<file path="src/rtl/uc_pkg.sv">
// Shared definitions for the microc sequential control unit: opcode patterns,
// ALU operation codes, control-word layout and FSM state encoding.
package uc_pkg;

    // Opcode patterns and the masks selecting their fixed bits
    localparam logic [5:0] OPC_NOP   = 6'b000000;
    localparam logic [5:0] OPC_LI    = 6'b000100;
    localparam logic [5:0] OPC_ALU   = 6'b001000;
    localparam logic [5:0] OPC_J     = 6'b010000;
    localparam logic [5:0] OPC_JZ    = 6'b010001;
    localparam logic [5:0] OPC_JNZ   = 6'b010010;
    localparam logic [5:0] OPC_HALT  = 6'b111111;

    localparam logic [5:0] MASK_FULL = 6'b111111;
    localparam logic [5:0] MASK_LI   = 6'b111100;
    localparam logic [5:0] MASK_ALU  = 6'b111000;

    // ALU operation driven when the ALU is not in use
    localparam logic [2:0] ALU_OP_NONE = 3'b000;

    typedef enum logic [2:0] {
        ST_IDLE      = 3'd0,
        ST_RUN       = 3'd1,
        ST_STEP_WAIT = 3'd2,
        ST_STEP_EXEC = 3'd3,
        ST_HALT      = 3'd4,
        ST_TRAP      = 3'd5
    } state_t;

    typedef struct packed {
        logic       s_inc;
        logic       s_inm;
        logic       we3;
        logic       wez;
        logic [2:0] op;
        logic       pc_we;
    } ctrl_t;

    localparam ctrl_t CTRL_OFF = '{s_inc: 1'b0, s_inm: 1'b0, we3: 1'b0, wez: 1'b0,
                                   op: ALU_OP_NONE, pc_we: 1'b0};

    function automatic logic opc_match(input logic [5:0] opcode,
                                       input logic [5:0] pattern,
                                       input logic [5:0] mask);
        return (opcode & mask) == pattern;
    endfunction

endpackage

</file>
<file path="src/rtl/uc_decode.sv">
// Combinational opcode + zero-flag decoder producing the datapath control word,
// a legal-opcode flag and a HALT flag.
module uc_decode
    import uc_pkg::*;
(
    input  logic [5:0] opcode,
    input  logic       z,
    output ctrl_t      ctrl,
    output logic       legal,
    output logic       is_halt
);

    always_comb begin
        // NOTE: every output gets a default before the decode so no path leaves
        // a value unassigned, which would infer a latch.
        ctrl    = CTRL_OFF;
        legal   = 1'b1;
        is_halt = 1'b0;

        if (opc_match(opcode, OPC_NOP, MASK_FULL)) begin
            ctrl.s_inc = 1'b1;
            ctrl.pc_we = 1'b1;
        end else if (opc_match(opcode, OPC_LI, MASK_LI)) begin
            ctrl.s_inc = 1'b1;
            ctrl.s_inm = 1'b1;
            ctrl.we3   = 1'b1;
            ctrl.pc_we = 1'b1;
        end else if (opc_match(opcode, OPC_ALU, MASK_ALU)) begin
            ctrl.s_inc = 1'b1;
            ctrl.we3   = 1'b1;
            ctrl.wez   = 1'b1;
            ctrl.op    = opcode[2:0];
            ctrl.pc_we = 1'b1;
        end else if (opc_match(opcode, OPC_J, MASK_FULL)) begin
            ctrl.pc_we = 1'b1;
        end else if (opc_match(opcode, OPC_JZ, MASK_FULL)) begin
            ctrl.s_inc = ~z;
            ctrl.pc_we = 1'b1;
        end else if (opc_match(opcode, OPC_JNZ, MASK_FULL)) begin
            ctrl.s_inc = z;
            ctrl.pc_we = 1'b1;
        end else if (opc_match(opcode, OPC_HALT, MASK_FULL)) begin
            is_halt = 1'b1;
        end else begin
            legal = 1'b0;
        end
    end

endmodule

</file>
<file path="src/rtl/uc_seq.sv">
// Sequential control unit: run/single-step FSM with HALT and TRAP states,
// step edge detection, control output gating and a retired-instruction counter.
module uc_seq
    import uc_pkg::*;
(
    input  logic        clk,
    input  logic        reset,
    input  logic [5:0]  Opcode,
    input  logic        z,
    input  logic        run_mode,
    input  logic        step_req,
    output logic        s_inc,
    output logic        s_inm,
    output logic        we3,
    output logic        wez,
    output logic [2:0]  Op,
    output logic        pc_we,
    output logic        step_ack,
    output logic        halted,
    output logic        illegal,
    output logic [15:0] retired
);

    state_t      state_q, state_d;
    logic        step_req_q;
    logic [15:0] retired_q;

    ctrl_t dec_ctrl, ctrl_out;
    logic  dec_legal, dec_halt;
    logic  in_exec, step_edge, retire;

    uc_decode u_decode (
        .opcode  (Opcode),
        .z       (z),
        .ctrl    (dec_ctrl),
        .legal   (dec_legal),
        .is_halt (dec_halt)
    );

    assign in_exec   = (state_q == ST_RUN) || (state_q == ST_STEP_EXEC);
    assign step_edge = step_req & ~step_req_q;
    assign retire    = in_exec & dec_legal & ~dec_halt;

    always_comb begin
        state_d = state_q;
        case (state_q)
            ST_IDLE:      state_d = run_mode ? ST_RUN : ST_STEP_WAIT;
            ST_RUN: begin
                if (dec_halt)       state_d = ST_HALT;
                else if (!dec_legal) state_d = ST_TRAP;
                else if (!run_mode) state_d = ST_STEP_WAIT;
            end
            // run_mode wins over a coincident step edge; that edge is dropped
            ST_STEP_WAIT: begin
                if (run_mode)       state_d = ST_RUN;
                else if (step_edge) state_d = ST_STEP_EXEC;
            end
            ST_STEP_EXEC: begin
                if (dec_halt)        state_d = ST_HALT;
                else if (!dec_legal) state_d = ST_TRAP;
                else                 state_d = ST_STEP_WAIT;
            end
            ST_HALT:      state_d = ST_HALT;
            ST_TRAP:      state_d = ST_TRAP;
            default:      state_d = ST_IDLE;
        endcase
    end

    // NOTE: sequential state uses non-blocking assignments so every register
    // samples pre-edge values regardless of statement order.
    always_ff @(posedge clk or negedge reset) begin
        if (!reset) begin
            state_q    <= ST_IDLE;
            step_req_q <= 1'b0;
            retired_q  <= 16'h0000;
        end else begin
            state_q    <= state_d;
            step_req_q <= step_req;
            if (retire) retired_q <= retired_q + 16'd1;
        end
    end

    // Enables depend on registered state, so reset forces them low at once
    assign ctrl_out = in_exec ? dec_ctrl : CTRL_OFF;

    assign s_inc    = ctrl_out.s_inc;
    assign s_inm    = ctrl_out.s_inm;
    assign we3      = ctrl_out.we3;
    assign wez      = ctrl_out.wez;
    assign Op       = ctrl_out.op;
    assign pc_we    = ctrl_out.pc_we;
    assign step_ack = (state_q == ST_STEP_EXEC);
    assign halted   = (state_q == ST_HALT);
    assign illegal  = (state_q == ST_TRAP);
    assign retired  = retired_q;

endmodule

</file>
<file path="config.mk">
export PLATFORM = sky130hd
export DESIGN_NAME = uc_seq
export DESIGN_NICKNAME = d
export VERILOG_FILES = /design/src/rtl/uc_pkg.sv /design/src/rtl/uc_decode.sv /design/src/rtl/uc_seq.sv
export SDC_FILE = /design/constraint.sdc
export NUM_CORES = 1
export LEC_CHECK = 0
export CAP_MARGIN = 20
export CORE_UTILIZATION = 49
export DETAILED_ROUTE_END_ITERATION = 16
export GPL_ROUTABILITY_DRIVEN = 1
export PLACE_DENSITY = 0.85
export SYNTH_ARGS = -nofsm -noshare
export SYNTH_HDL_FRONTEND = slang
export SYNTH_SLANG_ARGS = --single-unit
export TNS_END_PERCENT = 50
</file>
<file path="constraint.sdc">
create_clock -name clk -period 3.6 [get_ports clk]
set_input_delay 0.72 -clock clk [delete_from_list [all_inputs] [get_ports clk]]
set_output_delay 0.72 -clock clk [all_outputs]
set_load 0.01 [all_outputs]
</file>
# After elaboration in Yosys (flattened, before gate mapping)
# Cells that the tools add are included.
[op_classes]
add_sub_neg = 1
n_eq_ne = 13
muxes = 40
n_bitwise = 6
reduce_logical = 4
[ops]
columns = ["op", "n"]
rows = [
  ["1-bit 2-to-1 mux", 27],
  ["3-bit 2-to-1 mux", 7],
  ["6-bit by 5-bit equality test with 1-bit output (second input constant)", 3],
  ["3-bit case mux with 6 select lines", 1],
  ["16-bit by 1-bit adder with 16-bit output (second input constant)", 1],
  ["8-bit 2-to-1 mux", 1],
  ["3-bit by 1-bit equality test with 1-bit output (second input constant)", 2],
  ["3-bit by 2-bit equality test with 1-bit output (second input constant)", 2],
  ["3-bit equality test (second input constant)", 2],
  ["6-bit equality test (second input constant)", 1],
  ["6-bit logical NOT", 1],
  ["6-bit 2-to-1 mux", 1],
  ["5-bit 2-to-1 mux", 1],
  ["4-bit by 1-bit equality test with 1-bit output (second input constant)", 1],
  ["4-bit 2-to-1 mux", 1],
  ["4-bit inequality test (second input constant)", 1],
  ["1-bit AND", 3],
  ["3-bit logical NOT", 1],
  ["3-bit inequality test (second input constant)", 1],
  ["1-bit inverter", 3],
  ["2-bit 2-to-1 mux", 1],
  ["2-bit AND reduction", 1],
  ["1-bit logical OR", 1],
]
[totals]
regBits = 20
in_bits = 11
out_inout_bits = 27
elab_cells = 67

# Depth between registers and ports, before layout
# Gate-level depths: netlist of run 1.
[logic_depth]
word_depth = 11
ltp_mapped = 6
mapped_depth_nobuf = 5

# Hierarchy
# A second synthesis of run 1 with hierarchy kept.
[unflattened]
hier_cells = 118
area_unflattened_um2 = 1162.4
[modules_own_cells]
columns = ["mod", "n_inst", "cells_each", "area_per_inst_um2", "seq_area_each_um2"]
rows = [
  ["uc_seq", 1, 93, 1002.2, 500.5],
  ["uc_decode", 1, 25, 160.2, 0.0],
]

# Least setup slack after synthesis of run 1
# Ideal clock, no wire load.
[synth_path]
path_kind = "input-to-output"
from = "input port Opcode[5]"
to = "output port Op[0]"
t_arrival_ns = 1.794
required_time_ns = 2.880
path_slack_ns = 1.086
stages = 4
n_path_buf = 1
cell_sequence = "nand2b_1 > buf_4 > nor3b_1 > and2_1"
[synth_via]
elab_chain_len = 5
word_cells_on_any_way = 7
cone_classes = "eq/ne (2); mux (4); reduce/logical (1)"
[synth_lines]
columns = ["element", "line_no", "rtl"]
rows = [
  ["start, declared", "uc_seq.sv:8", "input logic [5:0] Opcode,"],
  ["3-bit by 1-bit equality test with 1-bit output", "uc_pkg.sv:45", "return (opcode & mask) == pattern;"],
  ["5-bit 2-to-1 mux", "uc_decode.sv:28", "end else if (opc_match(opcode, OPC_ALU, MASK_ALU)) begin"],
  ["4-bit 2-to-1 mux", "uc_decode.sv:23", "end else if (opc_match(opcode, OPC_LI, MASK_LI)) begin"],
  ["6-bit 2-to-1 mux (*)", "uc_decode.sv:20", "if (opc_match(opcode, OPC_NOP, MASK_FULL)) begin"],
  ["8-bit 2-to-1 mux (*)", "uc_seq.sv:84", "assign ctrl_out = in_exec ? dec_ctrl : CTRL_OFF;"],
  ["end, declared", "uc_seq.sv:16", "output logic [2:0] Op,"],
]
# Every way passes the cells marked *; elsewhere a longest branch is shown, timed or not.

# Worst setup path after layout of run 1
[layout_path]
from = "input port Opcode[0]"
to = "output port pc_we"
[layout_via]
elab_chain_len = 8
word_cells_on_any_way = 11
cone_classes = "eq/ne (3); mux (7); reduce/logical (1)"
[layout_lines]
columns = ["element", "line_no", "rtl"]
rows = [
  ["6-bit by 5-bit equality test with 1-bit output", "uc_pkg.sv:45", ""],
  ["1-bit 2-to-1 mux", "uc_decode.sv:39", "end else if (opc_match(opcode, OPC_JNZ, MASK_FULL)) begin"],
  ["1-bit 2-to-1 mux", "uc_decode.sv:36", "end else if (opc_match(opcode, OPC_JZ, MASK_FULL)) begin"],
  ["1-bit 2-to-1 mux", "uc_decode.sv:34", "end else if (opc_match(opcode, OPC_J, MASK_FULL)) begin"],
  ["1-bit 2-to-1 mux", "uc_decode.sv:28", ""],
  ["1-bit 2-to-1 mux", "uc_decode.sv:23", ""],
  ["1-bit 2-to-1 mux (*)", "uc_decode.sv:20", ""],
  ["8-bit 2-to-1 mux (*)", "uc_seq.sv:84", ""],
  ["end, declared", "uc_seq.sv:17", "output logic pc_we,"],
]
# Marks and branches as above.

==> results of run 1 <==
[power groups by stage]
stage	Combinational, W	Clock (W)	Sequential, W
2_1_floorplan	0.000137	0	0.000306
3_3_place_gp	0.000258	0	0.000302
3_5_place_dp	0.000264	0	0.000305
4_1_cts	0.000266	0.000137	0.000301
5_1_grt	0.000287	0.000147	0.000308
6_report	0.000266	0.000136	0.000303
[cell type report]
cell class / count / area (um^2) / share of cell area
inverters: 5 / 18.8 / 0.0113
multi-input cells: 87 / 671 / 0.405
well taps: 28 / 35.0 / 0.0212
repair buffers: 40 / 393 / 0.238
clock buffers: 4 / 36.3 / 0.0219
flip-flops and latches: 20 / 500 / 0.303
[synthesized netlist by cell type (3+ instances only)]
| master | instances |
|---|---|
| nand3_1 | 6 |
| dfrtp_1 | 20 |
| nor3_1 | 7 |
| and2_1 | 5 |
| xor2_1 | 7 |
| inv_1 | 5 |
| nand4_1 | 7 |
| o21ai_0 | 4 |
| nor4_4 | 3 |
| nand2_1 | 5 |
| nor2_1 | 8 |
| xnor2_1 | 8 |
[critical path: cells and delay by family]
kind | cells | cell delay, ps
and+or+nand+nor | 1 | 130
buffers and inverters | 2 | 1050
AOI/OAI and AO/OA | 2 | 670
[state kept, by name (all words and copies together), names as in the netlist]
name / cells
step_req_q: 1
state_q: 3
retired: 16
[routing by layer]
| layer | share of wire | global-route usage | up-vias |
|---|---|---|---|
| met1 | 0.46 | 0.287 | 486 |
| li1 | - | - | 496 |
| met5 | 0 | 0 | - |
| met4 | 0.011 | 0.108 | 0 |
| met2 | 0.49 | 0.368 | 38 |
| met3 | 0.045 | 0.0234 | 4 |
[cell families (layout without fill, tap and decap cells)]
kind of cell    after synthesis  in the layout  share of synthesized area
buf+inv                       8             49                     0.0400
mux                           1              1                    0.00923
simple gates                 57             57                      0.338
compound gates               13             13                     0.0841
xor+xnor                     15             15                      0.108
fa+ha+maj                     1              1                     0.0103
flops                        20             20                      0.410
[how the worst min path moves through the flow]
stage                             end  slack (ps)  cells past startpoint   startpoint
after floorplan            retired[0]         420                      0        reset
after global placement    retired[15]         460                      1  retired[15]
after detailed placement  retired[15]         460                      1  retired[15]
after CTS                 retired[15]         480                      1  retired[15]
after global routing      retired[15]         510                      1  retired[15]
final                     retired[15]         480                      1  retired[15]
[stage by stage]
step / worst slack (ps) / instance area [um^2]
final: 301 / 1650
after global routing: 230 / 1650
after CTS: 300 / 1650
after detailed placement: 305 / 1620
after global placement: 340 / 1620
after floorplan: 1090 / 1220
==> impl_metrics.env, run 1 <==
export IMPL_ioPinCount=38
export IMPL_fin_cells=184
export IMPL_drive_gt1_frac=0.115
export IMPL_die_area_um2=2690
export IMPL_clkTransAtPathRegs_ps=120
export IMPL_drt_pre_antenna_iters=4
export IMPL_critical_path_startpoint="Opcode[0]"
export IMPL_synth_area_leader_cell="dfrtp_1"
export IMPL_hold_viol=0
export IMPL_p_per_area_nw_per_um2=426
export IMPL_synth_ff_type="dfrtp_1"
export IMPL_slew_headroom=0.393
export IMPL_cpMostUsedCell="clkdlybuf4s50_1"
export IMPL_final_setup_viol_count=0
export IMPL_worstSetupEndpoint="pc_we"
export IMPL_post_route_min_period_ps=3300
export IMPL_total_power_w=0.000705
export IMPL_finalMaxSlewViolations=0
export IMPL_synth_top_area_share=0.410
export IMPL_cts_resized=0
export IMPL_vias_per_cell=5.57
export IMPL_grt_pass1_vias=962
export IMPL_final_cell_mix="clkdlybuf4s50_1, dfrtp_1, nor2_1, xnor2_1"
export IMPL_dpl_hpwl_mm=1.96
export IMPL_synth_distinct_cells=36
export IMPL_crit_required_ps=2880
export IMPL_worst_setup_path_start_kind="primary input"
export IMPL_cp_max_fo=10
export IMPL_ys_ff_latch=20
export IMPL_detail_route_antenna_nets=0
export IMPL_reg2reg_depth=5
export IMPL_synth_edff_count=0
export IMPL_power_frac_seq=0.430
export IMPL_die_width_um=51.9
export IMPL_p_leak_nw=0.709
export IMPL_postLayoutCoreUtil=0.727
export IMPL_finalCritPeriodShare=0.916
export IMPL_cts_path_max_buffers=2
export IMPL_r2r_slack_ps=1900
export IMPL_netlist_area_um2=1220
export IMPL_grt_pass1_wl_mm=4.35
export IMPL_synth_warnings=0
export IMPL_cpPeakStageDelay_ps=550
export IMPL_cpMaxStageDelayCell="clkdlybuf4s50_1"
export IMPL_p_sw_w=0.000250
export IMPL_ys_top_cells_by_area="dfrtp_1, xnor2_1, nor4_4"
export IMPL_post_cts_buffers=0
export IMPL_routed_wl_mm=2.68
export IMPL_io_buffers=37
export IMPL_rsz0062_at_grt="no"
export IMPL_grt_overflow=0
export IMPL_place_inst=180
export IMPL_initialDrtViolationCount=24
export IMPL_gp_congestion=0.828
export IMPL_skew_ps=1.07
export IMPL_timing_rr_end="state_q[0]"
export IMPL_async_reset_ff_frac=1.00
export IMPL_grtUsageTotal=0.222
export IMPL_clockPowerShare=0.193
export IMPL_areaGrowthSynthToFinish_pct=35.6
export IMPL_clkSinkCount=20
export IMPL_nets=169
export IMPL_p_int_w=0.000455
export IMPL_rr_startpoint="state_q[2]"
export IMPL_cts_root_buf="clkbuf_4"
export IMPL_whs_ps=477
export IMPL_crit_chain="clkdlybuf4s50_1, a211o_1, o22a_4, nor2_4, clkdlybuf4s50_1"
export IMPL_wl_per_cell_um=14.6
export IMPL_initial_core_util=0.536
export IMPL_grt_max_degree=21
export IMPL_ys_seq_area_frac=0.410
export IMPL_coreArea_um2=2280
export IMPL_fmax_mhz=303
export IMPL_cp_end_kind="output pin"
export IMPL_combPwrFrac=0.377
export IMPL_drc=0
export IMPL_cts_tree="built"
export IMPL_tightest_slew_ps=908
export IMPL_insertion_delay_ps=300
export IMPL_final_common_cell="clkdlybuf4s50_1"
export IMPL_via_count=1024
export IMPL_hold_buffers=0
export IMPL_outcome="finished clean"
export IMPL_hold_class="flip-flop to flip-flop"
export IMPL_antenna_found_initial=0
export IMPL_criticalPathCategory="primary input to output pin"
export IMPL_cts_buffers=3
export IMPL_n_fill_cell=177
export IMPL_rows=17
export IMPL_postSynthAreaPerCell_um2=10.6
export IMPL_switching_share=0.355
export IMPL_htreeDepth=1
export IMPL_die_y_um=51.9
export IMPL_worst_ir_drop_vdd_mv=0.380
export IMPL_tns_ps=0
export IMPL_crit_arrival_ps=2580
export IMPL_postSynthCellCount=115
export IMPL_synth_nets=127
export IMPL_maxCapViolCount=0
export IMPL_num_antenna_cells=0
(Power assumes the default switching activity.)
==> inputs of run 2 (changes only) <==
CORE_ASPECT_RATIO = 1.4   (was default)
CORE_UTILIZATION = 45   (was 49)
PLACE_DENSITY = 0.79   (was 0.85)
==> run 2 against run 1 <==
Sequential power about the same. Final cell count increased by 3.8%. Die area increased by 8.7%. Core utilization decreased by 8.9 points. Clock skew increased by 1.1 ps. Critical endpoint is now Op[1]. Largest cell class unchanged.
==> impl_metrics.env, run 2 (synthesized netlist as in run 1, its figures left out) <==
export IMPL_grtUsageTotal=0.207
export IMPL_coreArea_um2=2590
export IMPL_outcome="finished clean"
export IMPL_min_to="retired[15]"
export IMPL_p_per_area_nw_per_um2=408
export IMPL_finalCritPeriodShare=0.913
export IMPL_holdPathStages=1
export IMPL_cpPeakStageDelay_ps=540
export IMPL_io_buffers=37
export IMPL_clkTransAtPathRegs_ps=110
export IMPL_gp_congestion=0.819
export IMPL_grt_overflow=0
export IMPL_via_count=1023
export IMPL_drive_gt1_frac=0.110
export IMPL_reg2reg_depth=5
export IMPL_cpMaxStageDelayCell="clkdlybuf4s50_1"
export IMPL_critPathBufInv=2
export IMPL_detail_route_antenna_nets=0
export IMPL_drt_pre_antenna_iters=4
export IMPL_crit_family="buffers and inverters"
export IMPL_initial_core_util=0.471
export IMPL_worst_setup_path_start_kind="primary input"
export IMPL_cpMostUsedCell="clkdlybuf4s50_1"
export IMPL_cts_path_max_buffers=2
export IMPL_ioPinCount=38
export IMPL_initialDrtViolationCount=23
export IMPL_die_y_um=63.6
export IMPL_cts_buffers=3
export IMPL_rows=22
export IMPL_die_area_um2=2930
export IMPL_wl_per_cell_um=13.8
export IMPL_dpl_hpwl_mm=2.04
export IMPL_hold_class="flip-flop to flip-flop"
export IMPL_crit_required_ps=2880
export IMPL_post_route_min_period_ps=3290
export IMPL_post_cts_buffers=0
export IMPL_final_common_cell="clkdlybuf4s50_1"
export IMPL_skew_ps=2.21
export IMPL_whs_ps=469
export IMPL_rsz0062_at_grt="no"
export IMPL_crit_chain="clkdlybuf4s50_1, nand2b_1, nor3b_1, and2_1, clkdlybuf4s50_1"
export IMPL_timing_rr_end="state_q[0]"
export IMPL_cts_root_buf="clkbuf_4"
export IMPL_placed_area_um2=1630
export IMPL_layout_area_seq_um2=500
export IMPL_drc=0
export IMPL_maxCapViolCount=0
export IMPL_grt_pass1_vias=1035
export IMPL_cp_end_kind="output pin"
export IMPL_num_antenna_cells=0
export IMPL_htreeDepth=1
export IMPL_die_width_um=46.0
export IMPL_finalMaxSlewViolations=0
export IMPL_multiInputGateArea_um2=671
export IMPL_n_fill_cell=235
export IMPL_postLayoutCoreUtil=0.638
export IMPL_routed_wl_mm=2.64
export IMPL_min_delay_start="retired[15]"
export IMPL_p_leak_nw=0.702
export IMPL_hold_buffers=0
export IMPL_slew_headroom=0.403
export IMPL_crit_arrival_ps=2570
export IMPL_cts_resized=0
export IMPL_areaGrowthSynthToFinish_pct=35.3
export IMPL_grt_pass1_wl_mm=4.47
export IMPL_largest_register_ffs=16
export IMPL_tns_ps=0
export IMPL_r2r_slack_ps=1830
export IMPL_post_route_cell_area_um2=1650
export IMPL_final_setup_viol_count=0
export IMPL_grt_max_degree=21
export IMPL_worst_ir_drop_vdd_mv=0.302
export IMPL_nets=169
export IMPL_clkSinkCount=20
export IMPL_criticalPathCategory="primary input to output pin"
export IMPL_final_cell_mix="clkdlybuf4s50_1, dfrtp_1, nor2_1, xnor2_1"
export IMPL_insertion_delay_ps=290
export IMPL_tightest_slew_ps=893
export IMPL_hold_viol=0
export IMPL_cts_tree="built"
export IMPL_rr_startpoint="state_q[2]"
export IMPL_antenna_found_initial=0
export IMPL_fmax_mhz=304
export IMPL_vias_per_cell=5.36
export IMPL_cp_max_fo=6
run 2: cell types whose count changed in the layout (fill, tap and decap cells not counted):
cell and change:
clkbuf_8 -1
run 2: through the flow:
stage          total power, W  setup slack, ps  cells
2_1_floorplan        0.000442             1090    115
3_3_place_gp         0.000564              340    188
3_5_place_dp         0.000571              297    188
4_1_cts              0.000676              284    191
5_1_grt              0.000714              119    191
6_report             0.000673              312    191
run 2: cell type report:
type / instances / share of cell area
Inverter: 5 / 0.0114
Tap cell: 36 / 0.0273
Timing Repair Buffer: 40 / 0.238
Multi-Input combinational cell: 87 / 0.406
Clock buffer: 3 / 0.0136
Sequential cell: 20 / 0.303
run 2: worst max-delay path by stage:
| stage | from | endpoint | cells past startpoint |
|---|---|---|---|
| 2_1_floorplan | Opcode[5] | Op[0] | 4 |
| 3_3_place_gp | Opcode[0] | pc_we | 5 |
| 3_5_place_dp | Opcode[5] | Op[1] | 5 |
| 4_1_cts | Opcode[5] | Op[1] | 5 |
| 5_1_grt | Opcode[5] | Op[1] | 5 |
| 6_report | Opcode[5] | Op[1] | 5 |
run 2: routing by layer:
| metal | routed length [um] | vias up | track usage |
|---|---|---|---|
| li1 | - | 500 | - |
| met1 | 1070 | 489 | 0.248 |
| met2 | 1430 | 32 | 0.345 |
| met3 | 99 | 2 | 0.0143 |
| met4 | 36 | 0 | 0.118 |
| met5 | 0 | - | 0 |
run 2: report_power, final:
group | total, W | internal [W] | switching (W) | leakage (nW)
registers | 0.000304 | 0.000259 | 0.0000448 | 0.262
logic | 0.000265 | 0.000133 | 0.000132 | 0.426
clock network | 0.000104 | 0.0000389 | 0.0000650 | 0.0138
